## config.mk

```make
export PLATFORM = sky130hd
export DESIGN_NAME = array_snapshot_serializer
export DESIGN_NICKNAME = d
export VERILOG_FILES = /design/src/rtl/array_snapshot_serializer.sv
export SDC_FILE = /design/constraint.sdc
export NUM_CORES = 1
export LEC_CHECK = 0
export CORE_ASPECT_RATIO = 0.9
export CORE_MARGIN = 4
export CORE_UTILIZATION = 31
export DETAILED_ROUTE_END_ITERATION = 16
export GPL_TIMING_DRIVEN = 0
export PLACE_DENSITY = 0.61
export SLEW_MARGIN = 15
export SYNTH_ARGS = -nofsm -noshare
export SYNTH_HDL_FRONTEND = slang
export SYNTH_SLANG_ARGS = --single-unit
```

## constraint.sdc

```tcl
create_clock -name clk -period 2 [get_ports clk]
set_input_delay 0.5 -clock clk [delete_from_list [all_inputs] [get_ports clk]]
set_output_delay 0.5 -clock clk [all_outputs]
set_load 0.02 [all_outputs]
```

## src/rtl/array_snapshot_serializer.sv

```systemverilog
// Snapshots a lane array and a packed 3-D array on request and streams them
// as a 5-byte frame (header, lanes, three packed bytes) over valid/ready.
//
// state | meaning
// IDLE  | no frame held, waiting for cap_req
// SEND  | snapshot held, presenting byte idx (0..4) until accepted
module array_snapshot_serializer #(
   parameter int         NLANE   = 4,
   parameter int         LANEW   = 2,
   parameter logic [3:0] HDR_TAG = 4'hA
) (
   input  logic                   clk,
   input  logic                   rst_n,
   input  logic                   cap_req,
   input  logic [LANEW-1:0]       reg1 [NLANE],
   input  logic [1:0][3:0][2:0]   reg4,
   output logic                   cap_busy,
   output logic                   out_valid,
   input  logic                   out_ready,
   output logic [7:0]             out_data,
   output logic                   out_last,
   output logic                   frame_done,
   output logic [7:0]             drop_cnt
);

   typedef enum logic {IDLE, SEND} state_t;

   state_t                   state, state_nxt;
   logic [2:0]               idx, idx_nxt;
   logic [3:0]               seq;
   logic [NLANE*LANEW-1:0]   lane_flat;
   logic [NLANE*LANEW-1:0]   snap_lane;
   logic [23:0]              snap_flat;
   logic                     last_xfer;
   logic                     capture;
   logic                     drop;

   // reg1[0] lands in the least significant bits of the lane byte
   always_comb begin
      lane_flat = '0;
      for (int i = 0; i < NLANE; i++) begin
         lane_flat[i*LANEW +: LANEW] = reg1[i];
      end
   end

   always_comb begin
      state_nxt  = state;
      idx_nxt    = idx;
      cap_busy   = 1'b0;
      out_valid  = 1'b0;
      out_data   = 8'h00;
      out_last   = 1'b0;
      frame_done = 1'b0;
      last_xfer  = 1'b0;
      capture    = 1'b0;
      drop       = 1'b0;
      case (state)
         IDLE: begin
            if (cap_req) begin
               capture   = 1'b1;
               state_nxt = SEND;
               idx_nxt   = 3'd0;
            end
         end
         SEND: begin
            cap_busy   = 1'b1;
            out_valid  = 1'b1;
            out_last   = (idx == 3'd4);
            last_xfer  = out_ready && (idx == 3'd4);
            frame_done = last_xfer;
            case (idx)
               3'd0:    out_data = {HDR_TAG, seq};
               3'd1:    out_data = snap_lane[7:0];
               3'd2:    out_data = snap_flat[7:0];
               3'd3:    out_data = snap_flat[15:8];
               default: out_data = snap_flat[23:16];
            endcase
            if (last_xfer) begin
               idx_nxt = 3'd0;
               if (cap_req) begin
                  capture = 1'b1;
               end else begin
                  state_nxt = IDLE;
               end
            end else if (out_ready) begin
               idx_nxt = idx + 3'd1;
            end
            // a request is only honoured on the closing handshake
            drop = cap_req && !last_xfer;
         end
         default: state_nxt = IDLE;
      endcase
   end

   always_ff @(posedge clk or negedge rst_n) begin
      if (!rst_n) begin
         state     <= IDLE;
         idx       <= 3'd0;
         seq       <= 4'd0;
         snap_lane <= '0;
         snap_flat <= 24'h0;
         drop_cnt  <= 8'h00;
      end else begin
         state <= state_nxt;
         idx   <= idx_nxt;
         if (last_xfer) begin
            seq <= seq + 4'd1;
         end
         if (capture) begin
            snap_lane <= lane_flat;
            snap_flat <= reg4;
         end
         if (drop && (drop_cnt != 8'hFF)) begin
            drop_cnt <= drop_cnt + 8'd1;
         end
      end
   end

endmodule

```

# Word-level counts from Yosys, hierarchy flattened
# Index checks and enable logic that the tools add are counted.
# Widths: inputs -> output; s select.
dict set report op_classes {
  add_sub_neg 3
  n_eq_ne 7
  mux 15
  bitwise 1
  reduce_logical 6
}
# operator n
set ops {}
lappend ops {{$pmux 8 s4} 1}
lappend ops {{$mux 3} 3}
lappend ops {{$add 8x1->8 const B} 1}
lappend ops {{$mux 8} 1}
lappend ops {{$ne 8x8->1 const B} 1}
lappend ops {{$mux 1} 7}
lappend ops {{$eq 3x2->1 const B} 2}
lappend ops {{$pmux 3 s2} 1}
lappend ops {{$add 4x1->4 const B} 1}
lappend ops {{$pmux 1 s2} 2}
lappend ops {{$add 3x1->3 const B} 1}
lappend ops {{$eq 3x1->1 const B} 1}
lappend ops {{$eq 3x3->1 const B} 1}
lappend ops {{$logic_and 1x1->1} 3}
lappend ops {{$logic_not 3->1} 1}
lappend ops {{$ne 3x2->1 const B} 1}
lappend ops {{$ne 2x2->1 const B} 1}
lappend ops {{$reduce_and 2->1} 1}
lappend ops {{$logic_not 1->1} 1}
lappend ops {{$not 1->1} 1}
dict set report word_totals {
  register_bits 48
  in_bits 36
  elab_cells 38
}

# Logic depth before layout (Yosys ltp)
# Gate-level depths: netlist (run 1).
dict set report depth {
  depth_word 6
  ltp_mapped 9
  depth_no_buf 6
}

# Worst setup path before layout (run 1)
# No wires, ideal clock.
dict set report synth_path {
  path_type {register to output}
  from {register idx[2]}
  to {output out_data[5]}
  t_arrival_ns 1.830
  required_time_ns 1.500
  slack_ns -0.330
  stages_incl_launch_ff 9
  n_path_buf 3
  path_cell_list {dfrtp_1 buf_6 inv_1 ha_1 clkbuf_1 o21bai_2 buf_2 o21ai_0 a21oi_1}
}
dict set report synth_between {
  elab_chain_len 3
  word_cells_on_any_way 6
  classes_between {eq/ne: 3; mux: 2; reduce/logical: 1}
}
# item line_no
set synth_lines {}
lappend synth_lines {{start: declaration} 29} ;# logic [2:0] idx, idx_nxt;
lappend synth_lines {{start signal: assignment} 105} ;# idx <= idx_nxt;
lappend synth_lines {{$eq 3x2->1 (tied with other cells)} 71} ;# case (idx)
lappend synth_lines {{$pmux 8 s4 (*)} 71}
lappend synth_lines {{$mux 8 (*)} 57} ;# case (state)
lappend synth_lines {{end: declaration} 20} ;# output logic [7:0] out_data,
# Every way passes the cells marked *; elsewhere a longest branch is shown, timed or not.

# Worst setup path after layout (run 1)
dict set report layout_path {
  from {register idx[1]}
  to {output out_data[0]}
}
# The elaborated chain is that of the path after synthesis.

==> results.sh, run 1 <==
export IMPL_status="finished with violations"
export IMPL_violations="negative setup slack"
export IMPL_wl_per_cell_um=17.6
export IMPL_finalSetupViolations=41
export IMPL_grt_first_pass_wirelength_mm=9.80
export IMPL_vias=1781
export IMPL_fin_area_um2=3780
export IMPL_rsz0062_at_grt="yes"
export IMPL_ys_types=41
export IMPL_final_net_count=311
export IMPL_postCtsHoldBufs=0
export IMPL_drive_gt1_share_pct=46.8
export IMPL_critical_path_class="reg -> out"
export IMPL_hpwlAfterDp_mm=4.23
export IMPL_max_freq_mhz=404
export IMPL_cts_root_buf="clkbuf_8"
export IMPL_cellPowerDensity_nw_per_um2=1770
export IMPL_synth_area_um2=2500
export IMPL_slew_limit_headroom_pct=58.0
export IMPL_ant_nets=0
export IMPL_die_width_um=103
export IMPL_end_kind="output pin"
export IMPL_final_common_cell="dfrtp_1"
export IMPL_min_period_ns=2.47
export IMPL_synthArstFlopShare_pct=100
export IMPL_cts_inserted_buffers=5
export IMPL_yosysSeqAreaShare_pct=48.1
export IMPL_num_rows=30
export IMPL_routed_via_density=4.88
export IMPL_ios=56
export IMPL_startpoint_type="register"
export IMPL_cts_path_max_buffers=2
export IMPL_first_pass_iters=5
export IMPL_cts_tree="done"
export IMPL_fin_setup_tns_ns=-4.92
export IMPL_yosys_warnings=0
export IMPL_drc=0
export IMPL_cts_sinks=48
export IMPL_synth_edf_count=0
export IMPL_clock_latency_ns=0.31
export IMPL_min_path_type="in -> async"
export IMPL_final_cell_mix="47 x dfrtp_1, 43 x clkdlybuf4s50_1, 30 x mux2_4, 20 x buf_6, 11 x buf_4"
export IMPL_hold_viol_final=0
export IMPL_worst_slack_ns=-0.474
export IMPL_area_delta_synth_final_pct=51.2
export IMPL_finalWeightedCongestion=0.734
export IMPL_path_clk_slew_ns=0.09
export IMPL_place_area_um2=3240
export IMPL_whs_ns=0.195
export IMPL_ir_drop_uv=587
export IMPL_portBuffers=54
export IMPL_avgSynthCellArea_um2=13.4
export IMPL_wl_met3_um=404
export IMPL_grt_max_degree=27
export IMPL_worst_pin_slew_ns=0.631
export IMPL_num_antenna_cells=0
export IMPL_mappedNetlistNets=230
export IMPL_skew_ns=0.00369
export IMPL_routed_wl_met2_mm=2.94
export IMPL_drv_cap=0
export IMPL_wl_met1_mm=3.01
export IMPL_final_util_pct=49.1
export IMPL_die_h_um=93.2
export IMPL_antenna_found_initial=0
export IMPL_post_place_ws_ns=-0.803
export IMPL_min_period_over_period_pct=124
export IMPL_synth_flop_cell="dfrtp_1"
export IMPL_leakagePower_nw=1.61
export IMPL_grt_overflow=0
export IMPL_htree_levels=2
export IMPL_required_ns=1.50
export IMPL_synth_seq_cells=48
export IMPL_top_layer_used="met4"
export IMPL_synth_cells=187
export IMPL_dp_cells=338
export IMPL_grt_pass1_vias=1893
export IMPL_drtIter0Drc=60
export IMPL_core_um2=7690
export IMPL_grt_usage_pct=13.4
export IMPL_cp_arrival_ns=1.97
export IMPL_initial_utilization_pct=32.5
export IMPL_final_cells=365
export IMPL_dieArea_um2=9560
export IMPL_routed_wl_mm=6.43
export IMPL_power_mw=6.67
export IMPL_finalMaxSlewViolations=0
export IMPL_crit_fanout=5
[state kept, by name, summed over array words and instances, names as in the netlist]
signal and flops:
snap_flat 24, drop_cnt 8, snap_lane 8, seq 4
idx 3, state 1
[layer usage]
layer	GRT usage (%)	vias to the layer above
met2	20.1	45
met4	4.59	0
li1	-	848
met3	3.28	8
met5	0	-
met1	18.7	880
[cells in the mapped netlist (all sizes together), types with 5 or more instances]
cell type | instances | area, µm²
dfrtp | 48 | 1200
mux2 | 35 | 507
nor3 | 5 | 25.0
nand2 | 7 | 28.8
a222oi | 6 | 60.1
ha | 7 | 87.6
o21ai | 9 | 45.0
nand3 | 6 | 47.6
xor2 | 6 | 52.6
nor2 | 6 | 25.0
buf | 11 | 133
a21oi | 11 | 55.1
[report_power, final]
group	internal, mW	total [mW]	leakage [nW]	switching [mW]
logic	2.29	4.07	0.967	1.78
registers	1.44	1.83	0.576	0.384
clock network	0.441	0.773	0.0645	0.332
total	4.17	6.67	1.61	2.50
[repair_timing]
action | 4_1_cts | 5_1_grt
buffers inserted | 9 | 5
pin swaps | 13 | 10
resized for setup | 81 | 31
cloned | 3 | 3
setup endpoints to repair | 10 | 41
[path summary, 6_finish.rpt]
path                                                  end  cells past startpoint                    start  slack, ns
worst max-delay path                          out_data[0]                      7       idx[1]$_DFFE_PN0P_      -0.47
worst min-delay path             snap_lane[4]$_DFFE_PN0P_                      1                    rst_n       0.19
worst max register to register  snap_flat[20]$_DFFE_PN0P_                     10       idx[0]$_DFFE_PN0P_      -0.07
worst min register to register    drop_cnt[6]$_DFFE_PN0P_                      1  drop_cnt[6]$_DFFE_PN0P_       0.49
max in group asynchronous         drop_cnt[5]$_DFFE_PN0P_                      2                    rst_n       1.26
min in group clk                  drop_cnt[6]$_DFFE_PN0P_                      1  drop_cnt[6]$_DFFE_PN0P_       0.49
[kinds of logic (layout without fill, tap and decap cells)]
group,count (synthesis),after routing,synth area share [%]
mux,36,36,20.7
xor+xnor,8,8,2.81
simple gates,35,35,8.27
compound gates,38,38,10.7
buf+inv,15,97,5.91
flops,48,48,48.1
fa+ha+maj,7,7,3.51
[cell type report]
type                    instances  area (µm²)
multi-input cells             124        1340
flip-flops and latches         48        1200
clock inverters                 1        30.0
clock buffers                   7        96.3
fillers                       669        3920
well taps                      96         120
inverters                       3        16.3
repair buffers                 75         821
plain buffers                  11         148
[critical path: stages, from the launching register on]
cell	delay, ns
dfrtp_1	0.41
inv_2	0.08
ha_4	0.17
buf_6	0.12
a22o_1	0.22
a222oi_1	0.39
a21oi_2	0.11
buf_6	0.15
Power figures use the tool's default switching activity.
==> run 2: changes to the inputs <==
--- a/config.mk
+++ b/config.mk
@@ -6,11 +6,10 @@
 export NUM_CORES = 1
 export LEC_CHECK = 0
 export CORE_ASPECT_RATIO = 0.9
-export CORE_MARGIN = 4
+export CORE_MARGIN = 1
 export CORE_UTILIZATION = 31
 export DETAILED_ROUTE_END_ITERATION = 16
 export GPL_TIMING_DRIVEN = 0
-export PLACE_DENSITY = 0.61
 export SLEW_MARGIN = 15
 export SYNTH_ARGS = -nofsm -noshare
 export SYNTH_HDL_FRONTEND = slang
==> constraint.sdc (replaced) <==
create_clock -name clk -period 2.8 [get_ports clk]
set_input_delay 0.7 -clock clk [delete_from_list [all_inputs] [get_ports clk]]
set_output_delay 0.7 -clock clk [all_outputs]
set_load 0.02 [all_outputs]
==> run 2 against run 1 <==
- the flow now finishes without violations
- sequential cell count is the same
- total power is 43% lower
- sequential share of layout area rose by 4.5 points
- register-to-register slack improved by 0.89 ns
- clock power is 50% lower
- via count down 2.2%
- final area decreased by 12%
- sequential power decreased by 30%
- die area is 12% lower
- clock-buffer cell count is 1 lower
- largest power group unchanged
==> results.sh, run 2 (synthesis gave the netlist of run 1 again) <==
export IMPL_portBuffers=54
export IMPL_largest_register_ffs=24
export IMPL_first_pass_iters=4
export IMPL_startpoint_type="register"
export IMPL_hpwlAfterDp_mm=4.07
export IMPL_routed_via_density=4.95
export IMPL_critical_path_class="reg -> out"
export IMPL_num_antenna_cells=0
export IMPL_reg2reg_depth=10
export IMPL_fill_cells=736
export IMPL_drive_gt1_share_pct=32.8
export IMPL_postCtsHoldBufs=0
export IMPL_critPathLaunch="idx[0]$_DFFE_PN0P_"
export IMPL_cts_sinks=48
export IMPL_grt_overflow=0
export IMPL_cts_path_max_buffers=2
export IMPL_hold_viol_final=0
export IMPL_die_h_um=87.2
export IMPL_crit_chain="inv_2, ha_1, buf_6, a22o_1, a222oi_1, a21oi_1, buf_4"
export IMPL_ios=56
export IMPL_die_width_um=96.6
export IMPL_grt_pass1_vias=1823
export IMPL_htree_levels=2
export IMPL_top_register="snap_flat"
export IMPL_power_mw=3.81
export IMPL_fin_area_um2=3310
export IMPL_cellPowerDensity_nw_per_um2=1150
export IMPL_worst_pin_slew_ns=0.607
export IMPL_slew_limit_headroom_pct=59.5
export IMPL_status="finished, final reports clean"
export IMPL_grt_first_pass_wirelength_mm=9.52
export IMPL_cts_root_buf="clkbuf_8"
export IMPL_cts_tree="done"
export IMPL_multi_input_area_um2=1170
export IMPL_clock_latency_ns=0.29
export IMPL_core_um2=7660
export IMPL_finalMaxSlewViolations=0
export IMPL_cpPeakStageDelay_ns=0.40
export IMPL_reg_top3="snap_flat (24), drop_cnt (8), snap_lane (8)"
export IMPL_cp_arrival_ns=1.97
export IMPL_min_period_over_period_pct=95.4
export IMPL_antenna_found_initial=0
export IMPL_final_net_count=299
export IMPL_cts_inserted_buffers=5
export IMPL_final_common_cell="dfrtp_1"
export IMPL_routed_wl_mm=5.70
export IMPL_r2r_end="snap_flat[14]$_DFFE_PN0P_"
export IMPL_area_delta_synth_final_pct=32.4
export IMPL_ir_drop_uv=382
export IMPL_place_area_um2=3170
export IMPL_required_ns=2.10
export IMPL_num_rows=30
export IMPL_leakagePower_nw=1.44
export IMPL_min_path_type="in -> async"
export IMPL_vias=1741
export IMPL_finalSetupViolations=0
export IMPL_dieArea_um2=8420
export IMPL_cpMaxStageDelayCell="dfrtp_1"
export IMPL_drc=0
export IMPL_critPathCapture="out_data[2]"
export IMPL_end_kind="output pin"
export IMPL_rsz0062_at_grt="no"
export IMPL_ff2ff_setup_slack_ns=0.82
export IMPL_skew_ns=0.00473
export IMPL_grt_usage_pct=14.5
export IMPL_drv_cap=0
export IMPL_worstReg2RegStart="idx[0]$_DFFE_PN0P_"
export IMPL_min_period_ns=2.67
export IMPL_final_cell_mix="48 x dfrtp_1, 44 x clkdlybuf4s50_1, 30 x mux2_4, 11 x a21oi_1, 11 x buf_4"
export IMPL_grt_max_degree=26
export IMPL_wl_per_cell_um=16.2
export IMPL_crit_fanout=10
export IMPL_drtIter0Drc=59
export IMPL_ant_nets=0
export IMPL_path_clk_slew_ns=0.08
export IMPL_finalWeightedCongestion=0.770
export IMPL_regArea_um2=1200
export IMPL_max_freq_mhz=374
export IMPL_initial_utilization_pct=32.6
==> run 2: cell count changes in the layout (fill, tap and decap cells not counted), sizes merged <==
cell,previous run,this run
buf,39,27
clkbuf,11,8
bufinv,1,0
clkdlybuf4s50,43,44
clkinv,0,1
clkinvlp,0,1
dlygate4sd2,0,1
inv,3,2
==> run 2: what timing repair did <==
item	CTS	global route
gates resized for setup	35	9
endpoints found under the setup margin	9	8
setup buffers	4	4
pin swaps	1	1
==> run 2: layout make-up <==
type,instances,area share [%]
buffer,11,4.20
timing repair buffer,63,17.5
clock buffer,6,2.20
inverter,3,0.454
clock inverter,1,0.151
multi-input combinational,124,35.5
sequential,48,36.3
tap,96,3.63
==> run 2: report_power, final <==
| group | switching (mW) | total, mW | internal [mW] | leakage, nW |
|---|---|---|---|---|
| Clock | 0.216 | 0.387 | 0.170 | 0.0410 |
| Sequential | 0.250 | 1.28 | 1.03 | 0.578 |
| Combinational | 1.01 | 2.14 | 1.13 | 0.819 |
| Total | 1.48 | 3.81 | 2.33 | 1.44 |
==> run 2: worst min path at each step <==
stage | startpoint | endpoint | slack, ns | cells past startpoint
after floorplan | rst_n | drop_cnt[0]$_DFFE_PN0P_ | 0.40 | 0
after global placement | seq[3]$_DFFE_PN0P_ | seq[3]$_DFFE_PN0P_ | 0.46 | 1
after detailed placement | seq[3]$_DFFE_PN0P_ | seq[3]$_DFFE_PN0P_ | 0.47 | 1
after CTS | rst_n | snap_flat[8]$_DFFE_PN0P_ | 0.42 | 1
after global routing | rst_n | snap_flat[8]$_DFFE_PN0P_ | 0.44 | 1
final | rst_n | snap_flat[13]$_DFFE_PN0P_ | 0.41 | 1
==> run 2: routing by layer <==
| layer | GRT usage, % | routed length, µm |
|---|---|---|
| met1 | 20.9 | 2750 |
| met4 | 3.12 | 36 |
| met5 | 0 | 0 |
| met3 | 4.17 | 379 |
| met2 | 21.6 | 2540 |
==> run 2: per-stage QoR <==
step / utilization (%) / TNS [ns] / worst slack [ns] / std cells / hold slack, ns
final: 43.2 / 0 / 0.128 / 352 / 0.406
after global routing: 43.2 / 0 / 0.00459 / 352 / 0.437
after CTS: 43.2 / 0 / 0.00922 / 348 / 0.415
after detailed placement: 41.4 / -3.19 / -0.555 / 338 / 0.473
after global placement: 41.2 / -23.39 / -0.557 / 337 / 0.464
after floorplan: - / 0 / 0.270 / 187 / 0.404
==> run 2: critical path, delay by kind of cell (launching register included) <==
kind,cells,cell delay (ns)
compound gates,3,0.68
fa+ha+maj,1,0.21
buf+inv,3,0.38
flops,1,0.40
